## src/rtl/led_pattern_gen_if.sv

```systemverilog
// Configuration handshake bundle for led_pattern_gen: valid/ready offer of mode and tick divisor.
interface led_pattern_gen_if #(
   parameter int PRESC_W = 24
);
   logic               cfg_valid;
   logic               cfg_ready;
   logic [1:0]         cfg_mode;
   logic [PRESC_W-1:0] cfg_div;

   modport master (output cfg_valid, output cfg_mode, output cfg_div, input cfg_ready);
   modport slave  (input cfg_valid, input cfg_mode, input cfg_div, output cfg_ready);
endinterface

```

## src/rtl/led_pattern_gen.sv

```systemverilog
// LED pattern generator: prescaled OFF/BLINK/COUNT/CHASE patterns gated by a free-running PWM.
// Define LED_PATTERN_OUT_REG_EN to register LED and tick (+1 clk latency).
module led_pattern_gen #(
   parameter int LED_W   = 8,
   parameter int PRESC_W = 24,
   parameter int PWM_W   = 8
) (
   input  logic              clk,
   input  logic              rst_n,
   led_pattern_gen_if.slave  cfg,
   input  logic [PWM_W-1:0]  bright,
   output logic              tick,
   output logic [1:0]        mode,
   output logic [LED_W-1:0]  LED
);

   typedef enum logic [1:0] {
      MODE_OFF   = 2'd0,
      MODE_BLINK = 2'd1,
      MODE_COUNT = 2'd2,
      MODE_CHASE = 2'd3
   } mode_e;

   mode_e              mode_q, mode_d;
   mode_e              pend_mode_q, pend_mode_d;
   logic               pend_q, pend_d;
   logic [PRESC_W-1:0] div_q, div_d;
   logic [PRESC_W-1:0] pend_div_q, pend_div_d;
   logic [PRESC_W-1:0] presc_q, presc_d;
   logic [LED_W-1:0]   pat_q, pat_d;
   logic [PWM_W-1:0]   pwm_q;

   logic               tick_raw;
   logic               accept;
   logic               apply;
   logic               pwm_on;
   logic [LED_W-1:0]   led_raw;

   function automatic logic [LED_W-1:0] init_pat(input mode_e m);
      return (m == MODE_CHASE) ? LED_W'(1) : '0;
   endfunction

   assign tick_raw      = (presc_q == div_q);
   assign cfg.cfg_ready = ~pend_q;
   assign accept        = cfg.cfg_valid & ~pend_q;
   assign apply         = pend_q & (tick_raw | (mode_q == MODE_OFF));

   // NOTE: every always_comb output gets a default first so no path can infer a latch.
   always_comb begin
      mode_d      = mode_q;
      div_d       = div_q;
      presc_d     = presc_q;
      pat_d       = pat_q;
      pend_d      = pend_q;
      pend_mode_d = pend_mode_q;
      pend_div_d  = pend_div_q;

      if (accept) begin
         pend_d      = 1'b1;
         pend_mode_d = mode_e'(cfg.cfg_mode);
         pend_div_d  = cfg.cfg_div;
      end

      // An apply restarts the period and suppresses the pattern step of that tick.
      if (apply) begin
         pend_d  = 1'b0;
         mode_d  = pend_mode_q;
         div_d   = pend_div_q;
         presc_d = '0;
         pat_d   = init_pat(pend_mode_q);
      end else if (tick_raw) begin
         presc_d = '0;
         case (mode_q)
            MODE_OFF:   pat_d = '0;
            MODE_BLINK: pat_d = ~pat_q;
            MODE_COUNT: pat_d = pat_q + LED_W'(1);
            MODE_CHASE: pat_d = {pat_q[LED_W-2:0], pat_q[LED_W-1]};
         endcase
      end else begin
         presc_d = presc_q + PRESC_W'(1);
      end
   end

   // NOTE: state is updated with non-blocking assignments under an asynchronous active-low reset.
   always_ff @(posedge clk or negedge rst_n) begin
      if (!rst_n) begin
         mode_q      <= MODE_OFF;
         div_q       <= '0;
         presc_q     <= '0;
         pat_q       <= '0;
         pend_q      <= 1'b0;
         pend_mode_q <= MODE_OFF;
         pend_div_q  <= '0;
         pwm_q       <= '0;
      end else begin
         mode_q      <= mode_d;
         div_q       <= div_d;
         presc_q     <= presc_d;
         pat_q       <= pat_d;
         pend_q      <= pend_d;
         pend_mode_q <= pend_mode_d;
         pend_div_q  <= pend_div_d;
         pwm_q       <= pwm_q + PWM_W'(1);
      end
   end

   assign pwm_on  = (pwm_q < bright) || (bright == '1);
   assign led_raw = pat_q & {LED_W{pwm_on}};
   assign mode    = mode_q;

`ifdef LED_PATTERN_OUT_REG_EN
   logic [LED_W-1:0] led_q;
   logic             tick_q;

   always_ff @(posedge clk or negedge rst_n) begin
      if (!rst_n) begin
         led_q  <= '0;
         tick_q <= 1'b0;
      end else begin
         led_q  <= led_raw;
         tick_q <= tick_raw;
      end
   end

   assign LED  = led_q;
   assign tick = tick_q;
`else
   assign LED  = led_raw;
   // Prescaler sits at 0 == div_q during reset, so the raw compare is masked to keep tick low.
   assign tick = tick_raw & rst_n;
`endif

endmodule
```

## src/flat_wrapper.sv

```systemverilog
// flat-port wrapper written by rule: the top's interface ports become plain ports
module led_pattern_gen_flat 
#(
   parameter int LED_W   = 8,
   parameter int PRESC_W = 24,
   parameter int PWM_W   = 8
)
  (clk, rst_n, bright, tick, mode, LED, cfg_cfg_valid, cfg_cfg_mode, cfg_cfg_div, cfg_cfg_ready);
  led_pattern_gen_if #(.PRESC_W(PRESC_W)) cfg_i ();
  input  logic clk;
  input  logic rst_n;
  input  logic [PWM_W-1:0] bright;
  output logic tick;
  output logic [1:0] mode;
  output logic [LED_W-1:0] LED;
  input wire logic [$bits(cfg_i.cfg_valid)-1:0] cfg_cfg_valid;
  input wire logic [$bits(cfg_i.cfg_mode)-1:0] cfg_cfg_mode;
  input wire logic [$bits(cfg_i.cfg_div)-1:0] cfg_cfg_div;
  output wire logic [$bits(cfg_i.cfg_ready)-1:0] cfg_cfg_ready;
  assign cfg_i.cfg_valid = cfg_cfg_valid;
  assign cfg_i.cfg_mode = cfg_cfg_mode;
  assign cfg_i.cfg_div = cfg_cfg_div;
  assign cfg_cfg_ready = cfg_i.cfg_ready;
  led_pattern_gen #(.LED_W(LED_W), .PRESC_W(PRESC_W), .PWM_W(PWM_W)) u_core (.clk(clk), .rst_n(rst_n), .cfg(cfg_i), .bright(bright), .tick(tick), .mode(mode), .LED(LED));
endmodule
```

## config.mk

```make
export PLATFORM = sky130hd
export DESIGN_NAME = led_pattern_gen_flat
export DESIGN_NICKNAME = d
export VERILOG_FILES = /design/src/rtl/led_pattern_gen_if.sv /design/src/rtl/led_pattern_gen.sv /design/src/flat_wrapper.sv
export SDC_FILE = /design/constraint.sdc
export NUM_CORES = 1
export LEC_CHECK = 0
export BUFFER_PORTS_ARGS = -buffer_cell sky130_fd_sc_hd__buf_2
export CORE_ASPECT_RATIO = 0.7
export CORE_MARGIN = 2
export CORE_UTILIZATION = 34
export CTS_BUF_LIST = sky130_fd_sc_hd__clkbuf_8 sky130_fd_sc_hd__clkbuf_16
export CTS_CLUSTER_DIAMETER = 100
export CTS_CLUSTER_SIZE = 10
export DETAILED_ROUTE_END_ITERATION = 8
export PLACE_DENSITY_LB_ADDON = 0.08
export SYNTH_ARGS = -nofsm -noshare
export SYNTH_HDL_FRONTEND = slang
export SYNTH_SLANG_ARGS = --single-unit
export TNS_END_PERCENT = 100
```

## constraint.sdc

```tcl
create_clock -name clk -period 2.12 [get_ports clk]
set_clock_uncertainty 0.05 [all_clocks]
set_input_delay 0.212 -clock clk [delete_from_list [all_inputs] [get_ports clk]]
set_output_delay 0.212 -clock clk [all_outputs]
set_load 0.1 [all_outputs]
```

After elaboration in Yosys (flattened, before gate mapping). Index checks and enable logic that the tools add are counted.

Input port bits: 37. Output and inout port bits: 12. Flip-flop bits (word level): 93.

$lt $le $gt $ge: 1. Add/sub/neg operators: 3. Multiplexer cells: 8. Equal/unequal tests: 6. Reductions and logical operators: 4. Bitwise logic cells: 7.

Operator list (count): two-way mux 24 bit (2); one-hot mux 8 bit (4 select lines) (1); adder 24 x 1 -> 24 bit, second input constant (1); == test 24 bit (1); adder 8 x 1 -> 8 bit, second input constant (2); two-way mux 8 bit (2); AND 8 bit (1); == test 8 bit, second input constant (1); less-than comparator 8 bit (1); inverter 8 bit (1); == test 2 bit, second input constant (3); nonzero test 2 bit (2); AND 1 bit (3); two-way mux 1 bit (3); == test 2 x 1 -> 1 bit, second input constant (1); zero test 2 bit (1); logical OR 1 bit (1); inverter 1 bit (1); bitwise OR 1 bit (1).

Depth between registers and ports, before layout. Gate-level depths: netlist of run 1.

Depth after elaboration: 4. Gate-level depth with buffers: 9. Mapped depth without buffers: 7.

Worst setup path before layout of run 1. Ideal clock, no wire load.

Path kind: reg2out. Start point: register u_core.pwm_q[6]. End point: output LED[0]. Required time: 1.858 ns. Data arrival time: 2.605 ns. Path slack: -0.747 ns. Cell stages (with the launch flop): 6. Path through: dfrtp_1 > ha_1 > and3_1 > a221oi_1 > a21oi_1 > nor2_1.

Longest elaborated chain between the ends: 3.

Ends and longest elaborated chain: start, declared (line led_pattern_gen.sv:31) `logic [PWM_W-1:0] pwm_q;`; start signal, assigned (line led_pattern_gen.sv:103) `pwm_q <= pwm_q + PWM_W'(1);`; less-than comparator 8 bit (line led_pattern_gen.sv:107) `assign pwm_on = (pwm_q < bright) || (bright == '1);`; logical OR 1 bit (line led_pattern_gen.sv:107); AND 8 bit (line led_pattern_gen.sv:108) `assign led_raw = pat_q & {LED_W{pwm_on}};`; end, declared (line flat_wrapper.sv:15) `output logic [LED_W-1:0] LED;`.

No other way between the ends.

Worst setup path in the final report of run 1.
Start point: register u_core.presc_q[15]. End point: output tick.

Longest elaborated chain between the ends: 2.

Ends and longest elaborated chain: start, declared (line led_pattern_gen.sv:29) `logic [PRESC_W-1:0] presc_q, presc_d;`; start signal, assigned (line led_pattern_gen.sv:98) `presc_q <= presc_d;`; == test 24 bit (line led_pattern_gen.sv:43) `assign tick_raw = (presc_q == div_q);`; AND 1 bit (line led_pattern_gen.sv:130) `assign tick = tick_raw & rst_n;`; end, declared (line flat_wrapper.sv:13) `output logic tick;`.

No other way between the ends.

==> reports/metrics.cfg, run 1 <==
[power]
peakVddDrop_uv = 547
p_total_w = 0.00702
leakage_nw = 2.70
powerDensity_nw_per_um2 = 1190

[logic_synthesis]
ys_top_cells_by_area = dfrtp_1 (51%), mux2_2 (8.4%), xor2_1 (6.5%), mux2_4 (5.9%), nor2_1 (3.9%)
synth_seq_cells = 93
yosys_most_used_dff = dfrtp_1
synthCells = 394
syn_area_sq_um = 4570
async_flop_share_pct = 100
synth-seq-area-share_pct = 50.9
yosysWarnings = 0
netlist.area_leader.share_pct = 50.9
syn_avg_cell_area_sq_um = 11.6
yosysUniqueCellTypes = 42
syn-num-nets = 441
synth_enable_flop_cells = 0
yosysTopAreaCell = dfrtp_1

[die]
rows = 35
die_x_um = 143
die_h_um = 101
dieArea_sq_um = 14400
io_pins = 49
start_util_pct = 34.8
core_sq_um = 13100

[sta]
fin_ws_ns = -0.303
relSlewSlack_pct = 67.4
setup_violations = 43
layout_min_cycle_time_ns = 2.42
max_freq_mhz = 413
hold_ws_ns = 0.0490
hold_violations = 0
rsz0062_at_grt = true
timing.final.crit_share_pct = 114
tns_ns = -6.47
tightest_slew_ns = 0.492
slew_viol_final = 0

[global_routing]
antenna_found_initial = 0
grt_max_degree = 34
grt_pass1_vias = 3149
grt_overflow_total = 0
grt_pass1_wl_um = 16400
globalRouteTotalUtil_pct = 14.9

[worst_hold_path]
hp-class = in2reg
hold_start = cfg_cfg_div[9]

[clock_network]
clk_latency_ns = 0.34
cts_tree = done
clk_pin_slew_worst_paths_ns = 0.07
cts_root_buffer = clkbuf_16
htree_levels = 3
cts_buffer_depth = 2
cts_sinks = 93
numCtsBuffers = 9

[detailed_routing]
first_pass_iters = 4
routed_wirelength_um = 9650
drc = 0
ant_nets = 0
vias_per_cell = 4.79
via_count = 3086
drt_iter0_drc = 135
wl_per_cell_um = 15.0

[status]
status = finished with violations
violations = setup timing

[final_layout]
insertedDiodeCount = 0
finalNetCount = 520
fillers = 1261
drive_gt1_share_pct = 38.5
syn2layout_area_growth_pct = 28.6
finalNonFillerCells = 644

[worst_setup_path]
timing_worst_setup_path_type = reg2out
path_max_fanout = 4
critPathLaunchType = flop
critPathLaunch = u_core.presc_q[15]$_DFF_PN0_
required_ns = 1.86
r2r_slack_ns = -0.21
worst_ep_arrival_time_ns = 2.16
r2r-start = u_core.presc_q[15]$_DFF_PN0_
crit_path_end_kind = primary output

[run]
maxCapViolations = 0

[placement]
dpl.hpwl_um = 6990
io_buffer_count = 48
globalplace.congestion = 0.771
dp_cells = 620

## worst max-delay path: stages (launching register included)
cell     delay (ns)
dfrtp_2        0.44
xor2_1         0.15
nor4_2         0.35
buf_4          0.18
nand2_2        0.05
or2_4          0.25
buf_12         0.13
nor2_4         0.09
buf_12         0.18
## cell families after synthesis
kind of cell / share of synthesized area [%]
xor+xnor: 9.97
mux: 14.5
fa+ha+maj: 2.74
flops: 50.9
buf+inv: 3.34
simple gates: 12.7
compound gates: 5.83
## worst paths after layout
path | to | cells past startpoint
worst max register to register | u_core.pat_q[0]$_DFFE_PN0P_ | 9
worst min-delay path | u_core.pend_div_q[9]$_DFFE_PN0P_ | 2
worst min register to register | u_core.pwm_q[0]$_DFF_PN0_ | 1
worst max-delay path | tick | 8
max in group asynchronous | u_core.presc_q[15]$_DFF_PN0_ | 3
min in group asynchronous | u_core.pat_q[7]$_DFFE_PN0P_ | 2
## where the power goes
| group | internal (W) | switching [W] |
|---|---|---|
| sequential | 0.00236 | 0.000426 |
| clock | 0.000918 | 0.000703 |
| combinational | 0.00136 | 0.00126 |
## routing by layer
| layer | part of all wire [%] | global-route usage, % |
|---|---|---|
| met1 | 55 | 22.7 |
| met3 | 3.7 | 3.42 |
| met4 | 1.4 | 5.03 |
| met2 | 40 | 20.5 |
| met5 | 0 | 0 |
## per-stage QoR
stage               utilization (%)  instance area [sq um]  setup WS (ns)
floorplan                         -                   4670        0.00336
global placement               41.3                   5430         -0.129
detailed placement             41.3                   5430         -0.141
CTS                            44.6                   5860         -0.331
global route                   44.7                   5880         -0.412
finish                         44.7                   5880         -0.303
## cell usage in the layout (no fill, tap or decap), types with 3 or more instances in the layout
master,instances
buf_4,24
buf_12,15
nand2_1,28
dfrtp_1,90
o21ai_0,4
dfrtp_2,3
inv_1,18
mux2_2,34
nand3_1,16
a21oi_1,5
ha_1,9
xnor2_1,18
a22o_2,6
clkinvlp_4,3
mux2_4,18
buf_2,38
and3_1,6
xor2_1,34
nand4_1,5
nor4_2,6
nor2_4,9
nor2_1,38
clkbuf_16,9
## cell type report
type	instances	area, sq um	share of cell area [%]
flip-flops and latches	93	2330	39.7
multi-input cells	271	2250	38.2
repair buffers	81	731	12.4
clock buffers	9	225	3.83
well taps	166	208	3.53
clock inverters	7	73.8	1.26
inverters	17	63.8	1.09
## synthesized netlist by cell type (all sizes together), types with 3 or more instances
library cell,n
xor2,34
o21ai,4
mux2,52
ha,10
nand4,5
a21oi,6
nand3,16
buf,7
nand2,29
nor2,48
nor4,7
and3,8
a22o,8
xnor2,18
nor3,3
dfrtp,93
clkbuf,6
inv,17
## flip-flops by register name, indices dropped and copies added, names as in the netlist
register / cells
u_core.div_q: 24
u_core.mode: 2
u_core.pat_q: 8
u_core.pend_div_q: 24
u_core.pend_mode_q: 2
u_core.pend_q: 1
u_core.presc_q: 24
u_core.pwm_q: 8
## what timing repair did
action	4_1_cts	5_1_grt
hold buffers	1	0
gates resized for setup	8	6
hold endpoints to repair	27	0
pin swaps	12	4
setup endpoints to repair	66	67
setup buffers	5	3
cloned	1	0
No activity file was read; power rests on OpenSTA's default activity.
==> run 2, diff against run 1 <==
==> constraint.sdc (replaced) <==
create_clock -name clk -period 2.12 [get_ports clk]
set_clock_uncertainty 0.05 [all_clocks]
set_input_delay 0.212 -clock clk [delete_from_list [all_inputs] [get_ports clk]]
set_output_delay 0.212 -clock clk [all_outputs]
set_load 0.02 [all_outputs]
==> reports/metrics.cfg, run 2 (synthesis gave the netlist of run 1 again) <==
[worst_setup_path]
crit_path_end_kind = primary output  ; unchanged
timing_worst_setup_path_type = reg2out  ; unchanged
critPathLaunchType = flop  ; unchanged
path_max_fanout = 3  ; was 4
worst_ep_arrival_time_ns = 2.04  ; was 2.16 ns
required_ns = 1.86  ; about the same

[detailed_routing]
first_pass_iters = 4  ; unchanged
ant_nets = 0  ; unchanged
routed_wirelength_um = 10000  ; was 9650 um
via_count = 3157  ; was 3086
drt_iter0_drc = 160  ; was 135
vias_per_cell = 4.86  ; was 4.79
wl_per_cell_um = 15.4  ; was 15.0 um
drc = 0  ; unchanged

[placement]
io_buffer_count = 48  ; unchanged
dpl.hpwl_um = 6500  ; was 6990 um
globalplace.congestion = 0.831  ; was 0.771
dp_slack_ns = -0.227  ; was -0.141 ns
place_area_sq_um = 5150  ; was 5430 sq um

[sta]
layout_min_cycle_time_ns = 2.30  ; was 2.42 ns
hold_violations = 0  ; unchanged
setup_violations = 66  ; was 43
timing.final.crit_share_pct = 109  ; was 114%
max_freq_mhz = 434  ; was 413 MHz
relSlewSlack_pct = 66.6  ; was 67.4%
slew_viol_final = 0  ; unchanged
tns_ns = -4.82  ; was -6.47 ns
rsz0062_at_grt = true  ; unchanged
tightest_slew_ns = 0.502  ; was 0.492 ns
fin_ws_ns = -0.183  ; was -0.303 ns

[power]
leakage_nw = 2.75  ; was 2.70 nW
peakVddDrop_uv = 531  ; was 547 uV
powerDensity_nw_per_um2 = 1210  ; was 1190 nW/um^2

[final_layout]
layout_commonest_cell = dfrtp_1  ; unchanged
finalNetCount = 526  ; was 520
final_cell_area_sq_um = 6010  ; was 5880 sq um
final_core_util_pct = 45.7  ; was 44.7%
insertedDiodeCount = 0  ; unchanged
mostFrequentLayoutCells = dfrtp_1 (93), buf_2 (38), buf_4 (35)  ; was dfrtp_1 (90), nor2_1 (38), buf_2 (38)
syn2layout_area_growth_pct = 31.5  ; was 28.6%
fillers = 1219  ; was 1261
reg.largest.list = u_core.div_q: 24 flops, u_core.pend_div_q: 24 flops, u_core.presc_q: 24 flops  ; unchanged
drive_gt1_share_pct = 41.3  ; was 38.5%

[clock_network]
cts_sinks = 93  ; unchanged
numCtsBuffers = 9  ; unchanged
htree_levels = 3  ; unchanged
cts_tree = done  ; unchanged
cts_buffer_depth = 2  ; unchanged
clk_pin_slew_worst_paths_ns = 0.07  ; about the same
cts_root_buffer = clkbuf_16  ; unchanged
clk_latency_ns = 0.34  ; about the same

[die]
die_h_um = 101  ; unchanged
rows = 35  ; unchanged
core_sq_um = 13100  ; unchanged
start_util_pct = 34.8  ; unchanged
die_x_um = 143  ; unchanged
dieArea_sq_um = 14400  ; unchanged
io_pins = 49  ; unchanged

[global_routing]
grt_max_degree = 94  ; was 34
grt_pass1_wl_um = 15900  ; was 16400 um
grt_pass1_vias = 2993  ; was 3149
grt_overflow_total = 0  ; unchanged
globalRouteTotalUtil_pct = 14.5  ; was 14.9%
antenna_found_initial = 0  ; unchanged

[worst_hold_path]
hp-class = in2reg  ; unchanged

[run]
maxCapViolations = 0  ; unchanged

[status]
status = finished with violations  ; unchanged
violations = setup timing  ; unchanged

-- run 2: timing repair --
action                                  4_1_cts  5_1_grt
endpoints found under the setup margin       67       66
buffers inserted                              5        3
hold endpoints to repair                     93        0
gates resized for setup                      26       51
pin swaps                                    13       35
hold buffers                                  1        0
cloned                                        4        2
-- run 2: worst max-delay path: stages (launching register included) --
cell and delay (ns):
dfrtp_1 0.39, xor2_1 0.17, nor4_2 0.42, buf_4 0.20, nand2_4 0.05, or2_4 0.25, nor2_1 0.09, buf_4 0.14
-- run 2: power breakdown --
group          switching [W]  internal (W)  leakage (nW)  total [W]
sequential          0.000440       0.00236          1.16    0.00280
combinational        0.00123       0.00160          1.45    0.00283
clock               0.000692      0.000954         0.149    0.00165
total                0.00236       0.00491          2.75    0.00727
-- run 2: area by class of cell --
class / instances / area, sq um / share of cell area (%)
clock buffer: 10 / 239 / 3.98
clock inverter: 6 / 68.8 / 1.15
inverter: 17 / 63.8 / 1.06
multi-input combinational: 271 / 2360 / 39.4
sequential: 93 / 2330 / 38.7
tap: 166 / 208 / 3.46
timing repair buffer: 87 / 737 / 12.3
-- run 2: worst paths after layout --
kind | from | end | slack (ns) | depth (start not counted)
min | cfg_cfg_div[14] | u_core.pend_div_q[14]$_DFFE_PN0P_ | 0.05 | 2
max reg2reg | u_core.div_q[15]$_DFFE_PN0P_ | u_core.pat_q[0]$_DFFE_PN0P_ | -0.12 | 8
min reg2reg | u_core.pwm_q[0]$_DFF_PN0_ | u_core.pwm_q[0]$_DFF_PN0_ | 0.42 | 1
max | u_core.div_q[15]$_DFFE_PN0P_ | tick | -0.18 | 7
min in group asynchronous | rst_n | u_core.pat_q[1]$_DFFE_PN0P_ | 0.40 | 3
max in group asynchronous | rst_n | u_core.pend_div_q[16]$_DFFE_PN0P_ | 1.23 | 3
-- run 2: metrics by stage --
step / cells / hold slack, ns / power [W]
finish: 650 / 0.0483 / 0.00727
global route: 650 / 0.0366 / 0.00771
CTS: 645 / 0.0357 / 0.00706
detailed placement: 619 / 0.267 / 0.00503
global placement: 619 / 0.263 / 0.00500
floorplan: 394 / -0.134 / 0.00442
-- run 2: routing by layer --
metal	global-route usage, %	vias up	wire [um]
li1	-	1531	-
met1	21.8	1584	5380
met2	20.5	33	4290
met3	4.09	9	268
met4	3.43	0	91
met5	0	-	0
